--- config.mk ---
export PLATFORM = sky130hd
export DESIGN_NAME = ebi_write_decoder
export DESIGN_NICKNAME = d
export VERILOG_FILES = /design/src/rtl/ebi_write_decoder.sv
export SDC_FILE = /design/constraint.sdc
export NUM_CORES = 1
export LEC_CHECK = 0
export ABC_AREA = 1
export CAP_MARGIN = 20
export CELL_PAD_IN_SITES_DETAIL_PLACEMENT = 0
export CELL_PAD_IN_SITES_GLOBAL_PLACEMENT = 1
export CORE_UTILIZATION = 46
export CTS_CLUSTER_DIAMETER = 150
export DETAILED_ROUTE_END_ITERATION = 16
export PLACE_DENSITY = 0.94
export SETUP_SLACK_MARGIN = 0.2
export SLEW_MARGIN = 30
export SYNTH_ARGS = -nofsm -noshare
export SYNTH_HDL_FRONTEND = slang
export SYNTH_SLANG_ARGS = --single-unit
--- constraint.sdc ---
create_clock -name clk_100m -period 2.1 [get_ports clk_100m]
set_input_delay 0.63 -clock clk_100m [delete_from_list [all_inputs] [get_ports clk_100m]]
set_output_delay 0.63 -clock clk_100m [all_outputs]
set_load 0.01 [all_outputs]
--- src/rtl/ebi_write_decoder.sv ---
// rtl/ebi_write_decoder.sv - EBI write capture: strobe sync, addr/data pairing, bank routing.
// Optional OAM_VBLANK_DEFER_EN holds OAM writes in a FIFO until vertical blank.
module ebi_write_decoder #(
  parameter int SYNC_STAGES = 2,
  parameter int FIFO_DEPTH  = 16
) (
  input  logic        clk_100m,
  input  logic        btn_rst,
  input  logic [15:0] EBI_AD,
  input  logic        EBI_ALE,
  input  logic        EBI_WE,
  input  logic [2:0]  bank_select,
  input  logic        vblank,
  input  logic        err_clr,
  output logic        wr_en,
  output logic [3:0]  wr_sel,
  output logic [15:0] wr_addr,
  output logic [15:0] wr_data,
  output logic        err_bank,
  output logic        err_proto,
  output logic        err_ovf
);

  if (SYNC_STAGES < 2) begin : g_bad_sync
    $error("SYNC_STAGES must be at least 2");
  end
  if (FIFO_DEPTH < 2 || (FIFO_DEPTH & (FIFO_DEPTH - 1)) != 0) begin : g_bad_depth
    $error("FIFO_DEPTH must be a power of two");
  end

  typedef enum logic [1:0] {S_IDLE, S_ADDR, S_COMMIT} state_t;

  logic [SYNC_STAGES-1:0] ale_sync_q, we_sync_q;
  logic                   ale_hist_q, we_hist_q;
  logic [15:0]            ad_pipe_q   [SYNC_STAGES];
  logic [2:0]             bank_pipe_q [SYNC_STAGES];

  // Strobes idle high, so synchronisers and history reset to 1 to avoid a false rise.
  always_ff @(posedge clk_100m or negedge btn_rst) begin
    if (!btn_rst) begin
      ale_sync_q <= '1;
      we_sync_q  <= '1;
      ale_hist_q <= 1'b1;
      we_hist_q  <= 1'b1;
      for (int i = 0; i < SYNC_STAGES; i++) begin
        ad_pipe_q[i]   <= '0;
        bank_pipe_q[i] <= '0;
      end
    end else begin
      ale_sync_q     <= {ale_sync_q[SYNC_STAGES-2:0], EBI_ALE};
      we_sync_q      <= {we_sync_q[SYNC_STAGES-2:0], EBI_WE};
      ale_hist_q     <= ale_sync_q[SYNC_STAGES-1];
      we_hist_q      <= we_sync_q[SYNC_STAGES-1];
      ad_pipe_q[0]   <= EBI_AD;
      bank_pipe_q[0] <= bank_select;
      for (int i = 1; i < SYNC_STAGES; i++) begin
        ad_pipe_q[i]   <= ad_pipe_q[i-1];
        bank_pipe_q[i] <= bank_pipe_q[i-1];
      end
    end
  end

  logic        ale_rise, we_rise;
  logic [15:0] ad_s;
  logic [2:0]  bank_s;
  assign ale_rise = ale_sync_q[SYNC_STAGES-1] & ~ale_hist_q;
  assign we_rise  = we_sync_q[SYNC_STAGES-1] & ~we_hist_q;
  assign ad_s     = ad_pipe_q[SYNC_STAGES-1];
  assign bank_s   = bank_pipe_q[SYNC_STAGES-1];

  state_t      state_q;
  logic [15:0] addr_q, cm_addr_q, cm_data_q;
  logic [2:0]  bank_q, cm_bank_q;
  logic        pend_q;
  logic        wr_en_q, err_bank_q, err_proto_q;
  logic [3:0]  wr_sel_q;
  logic [15:0] wr_addr_q, wr_data_q;
  logic        direct_wr;

`ifdef OAM_VBLANK_DEFER_EN
  localparam int AW = $clog2(FIFO_DEPTH);

  logic [31:0]   fifo_mem [FIFO_DEPTH];
  logic [AW-1:0] rd_ptr_q, wr_ptr_q;
  logic [AW:0]   count_q;
  logic          fifo_full, push, push_ok, pop, err_ovf_q;
  logic [31:0]   fifo_head;

  assign direct_wr = pend_q & ~cm_bank_q[2] & (cm_bank_q[1:0] != 2'b00);
  assign push      = pend_q & (cm_bank_q == 3'd0);
  assign fifo_full = (count_q == (AW+1)'(FIFO_DEPTH));
  assign pop       = vblank & (count_q != '0) & ~direct_wr;
  // A pop frees a slot in the same cycle, so a full FIFO still accepts a push then.
  assign push_ok   = push & (~fifo_full | pop);
  assign fifo_head = fifo_mem[rd_ptr_q];
  assign err_ovf   = err_ovf_q;

  always_ff @(posedge clk_100m) begin
    if (push_ok) fifo_mem[wr_ptr_q] <= {cm_addr_q, cm_data_q};
  end

  always_ff @(posedge clk_100m or negedge btn_rst) begin
    if (!btn_rst) begin
      rd_ptr_q  <= '0;
      wr_ptr_q  <= '0;
      count_q   <= '0;
      err_ovf_q <= 1'b0;
    end else begin
      if (push_ok) wr_ptr_q <= wr_ptr_q + 1'b1;
      if (pop)     rd_ptr_q <= rd_ptr_q + 1'b1;
      case ({push_ok, pop})
        2'b10:   count_q <= count_q + 1'b1;
        2'b01:   count_q <= count_q - 1'b1;
        default: count_q <= count_q;
      endcase
      err_ovf_q <= (push & fifo_full & ~pop) | (err_ovf_q & ~err_clr);
    end
  end
`else
  logic unused_vblank;
  assign unused_vblank = vblank;
  assign direct_wr     = pend_q & ~cm_bank_q[2];
  assign err_ovf       = 1'b0;
`endif

  always_ff @(posedge clk_100m or negedge btn_rst) begin
    if (!btn_rst) begin
      state_q     <= S_IDLE;
      addr_q      <= '0;
      bank_q      <= '0;
      cm_addr_q   <= '0;
      cm_data_q   <= '0;
      cm_bank_q   <= '0;
      pend_q      <= 1'b0;
      wr_en_q     <= 1'b0;
      wr_sel_q    <= '0;
      wr_addr_q   <= '0;
      wr_data_q   <= '0;
      err_bank_q  <= 1'b0;
      err_proto_q <= 1'b0;
    end else begin
      pend_q <= 1'b0;
      // WE is handled before ALE so a simultaneous pair commits the old address.
      if (we_rise && state_q == S_ADDR) begin
        cm_addr_q <= addr_q;
        cm_bank_q <= bank_q;
        cm_data_q <= ad_s;
        pend_q    <= 1'b1;
        state_q   <= S_COMMIT;
      end
      if (state_q == S_COMMIT) state_q <= S_IDLE;
      if (ale_rise && state_q != S_COMMIT) begin
        addr_q  <= ad_s;
        bank_q  <= bank_s;
        state_q <= S_ADDR;
      end

      wr_en_q  <= 1'b0;
      wr_sel_q <= '0;
      if (direct_wr) begin
        wr_en_q   <= 1'b1;
        wr_sel_q  <= 4'b0001 << cm_bank_q[1:0];
        wr_addr_q <= cm_addr_q;
        wr_data_q <= cm_data_q;
      end
`ifdef OAM_VBLANK_DEFER_EN
      else if (pop) begin
        wr_en_q                <= 1'b1;
        wr_sel_q               <= 4'b0001;
        {wr_addr_q, wr_data_q} <= fifo_head;
      end
`endif
      err_bank_q  <= (pend_q & cm_bank_q[2]) | (err_bank_q & ~err_clr);
      err_proto_q <= (we_rise & (state_q == S_IDLE)) | (err_proto_q & ~err_clr);
    end
  end

  assign wr_en     = wr_en_q;
  assign wr_sel    = wr_sel_q;
  assign wr_addr   = wr_addr_q;
  assign wr_data   = wr_data_q;
  assign err_bank  = err_bank_q;
  assign err_proto = err_proto_q;

endmodule

==> qor.txt <==
most common cell after layout, fill and taps aside: nand2_1
# nets final: 546
Setup Viol. Count Final: 0
number of max-cap violations: 0
vias in the first global route: 3246
core area: 0.01028 mm2
Seq/Total Area, Yosys: 72.13%
Starting Density: 47.36%
first-pass GRT wire length: 15200 um
Synth area leader: dfrtp_1
Net Sw Frac: 28.12%
reg2reg setup slack: 0.58 ns
Max transition margin: 64.57%
Hold Startpoint: ad_pipe_q[27]$_DFF_PN0_
RSZ-0062 raised after global routing: no
CP bufs+invs: 1
final wirelength: 8754 um
GR Util All Layers: 17.90%
placed cell count: 637
Vias: 3214
FF+latch area: 0.003511 mm2
post-synth top area share: 68.89%
Crit. End Element: primary output
initial antenna violation count: 0
total negative setup slack: 0 ns
post-route insts no fill: 669
Max Slew Vio Count: 0
Final Cell Area: 0.006140 mm2
max incr delay on CP: 0.39 ns
DRT antenna net count: 0
top cells by area, synth: dfrtp_1 69%, nand2_1 16%, nand3_1 5.6%
most frequent cells in the layout: 210 x nand2_1, 134 x dfrtp_1, 54 x nand3_1, 39 x dlygate4sd2_1, 22 x clkdlybuf4s50_1
H-tree levels: 4
CTS tree: done
Clock Path Buffers: 2
peak supply drop: 621.7 uV
post-route minimum period: 1.829 ns
Die Height: 104.9 um
crit path from: wr_data[13]$_DFFE_PN0P_
PortBufs: 62
FF-to-FF End: addr_q[5]$_DFFE_PN0P_
Setup CP Type: reg2out
critical path endpoint: wr_data[13]
part of the power in registers: 46.2%
smallest hold slack: 0.3472 ns
clk slew on worst S/H paths: 0.06 ns
Synth Register Bits: 140
CP arrival: 1.20 ns
met1 WL: 3837 um
Leak: 0.003253 uW
detailed-route DRC error count: 0
Clk pwr share: 35.3%
Post-Place Cell Area: 0.005592 mm2
Crit path depth: 1
CP Max Fanout: 2
Sw Pwr: 2284 uW
clock insertion delay at the later pin of the skew report: 0.51 ns
Synth warnings: 0
Synth Cell Area: 0.004867 mm2
CTS root buf: clkbuf_8
antenna cells: 0
worst slew pin tran: 0.5307 ns
row cnt: 37
Detailed Place HPWL: 5417 um
Worst R2R Start: state_q[1]$_DFFE_PN0P_
cell family with most CP delay: flip-flops
top sig layer: met4
CTS sink cnt: 140
CP max-delay cell: dfrtp_1
outcome: completed
part of the power in combinational logic: 18.5%
CTS Buf Count: 17
mean number of vias per cell: 4.804
Fin Clk Skew: 0.006465 ns
hold violation total from the final report: 0
Avg WL per Cell: 13.09 um
fillers: 854
Power, Total: 8122 uW
largest net degree at the start of global routing: 43
GP Congestion: 0.7778
Gate Count Post-Synth: 454
Syn Area/Cell: 10.72 um2
worst reg-to-reg path cell count: 4
CP Launch Type: flip-flop
critical path data required time: 1.47 ns
met2 wire length: 4361 um
P per Cell Area: 1323 mW/mm2
hold crit path type: reg2reg
Die ar.: 0.01100 mm2
Tcrit/Tclk final: 87.11%
share of cells above drive strength 1: 10.13%
Netlist cell types: 20
die width: 104.9 um
Net Count, Synth: 479
I/O Pins: 65
grt total ovfl: 0
Peak Freq: 546.6 MHz
initial detailed-routing violation count: 172
Area growth, synth to finish: 26.14%
footprint of the multi-input gates: 0.001169 mm2
Internal: 5838 uW
Pre-antenna DRT Iters: 4
crit path cell chain: dlygate4sd2_1
met3 wire len: 387 um
[metal layers]
| metal | up-vias | track usage, % |
|---|---|---|
| met3 | 16 | 5.053 |
| met1 | 1559 | 22.68 |
| li1 | 1549 | - |
| met4 | 0 | 7.344 |
| met5 | - | 0 |
| met2 | 90 | 29.09 |
[per-stage QoR]
step                      utilization, %  worst slack (ns)
after detailed placement           54.41            0.4089
after global placement             54.41            0.4831
final                              59.74            0.2707
after global routing               59.74            0.2374
after CTS                          59.72            0.2521
after floorplan                        -            0.9011
[sequential cells by signal, indices dropped and copies added (netlist names), 2 cells and up]
signal and count:
ad_pipe_q 16, ad_s 16, addr_q 16, ale_sync_q 2, bank_pipe_q 3, bank_q 3, bank_s 3, cm_addr_q 16
cm_bank_q 3, cm_data_q 16, state_q 2, we_sync_q 2, wr_addr 16, wr_data 16, wr_sel 4
[synthesized netlist by cell type]
master    number
buf_6          5
clkbuf_1       1
o21ai_0        1
buf_4          2
inv_1          8
conb_1         1
nor2_8         1
nand2_2        2
nand2_4        1
dfrtp_1      134
nand3_1       54
nand2_1      211
and2_1         1
nor2_1         2
o22ai_1        1
inv_2          4
nor2_4         1
buf_2         14
dfstp_2        6
nor3_1         4
[power groups by stage]
stage,logic (uW),registers [uW],clock network [uW]
finish,1500,3750,2870
global placement,1680,3780,0
global route,1700,3840,3030
floorplan,738,3880,0
CTS,1540,3760,2910
detailed placement,1730,3810,0
[repair_timing]
action	in CTS	in global routing
setup buffers	0	0
hold endpoints to repair	28	0
endpoints found under the setup margin	39	1
resized for setup	39	1
hold buffers	1	0
[how the worst min path moves through the flow]
stage                     depth (start not counted)                 endpoint
after floorplan                                   0  ad_pipe_q[16]$_DFF_PN0_
after global placement                            0        ad_s[4]$_DFF_PN0_
after global routing                              0        ad_s[0]$_DFF_PN0_
after detailed placement                          0        ad_s[0]$_DFF_PN0_
final                                             0       ad_s[11]$_DFF_PN0_
after CTS                                         0        ad_s[0]$_DFF_PN0_
[final cells by class]
| class | count | area share [%] |
|---|---|---|
| Sequential cell | 140 | 57.18 |
| Multi-Input combinational cell | 280 | 19.03 |
| Timing Repair Buffer | 70 | 10.76 |
| Clock buffer | 22 | 7.703 |
| Tap cell | 136 | 2.772 |
| Clock inverter | 9 | 1.814 |
| Inverter | 12 | 0.7336 |
[kinds of logic after synthesis]
logic type,Yosys count,share of synthesized area (%)
AND/OR/NAND/NOR,277,23.65
flip-flops,140,72.13
buffers and inverters,34,3.907
AO/OA/AOI/OAI,2,0.2313
other,1,0.07705
(Power assumes the default switching activity.)
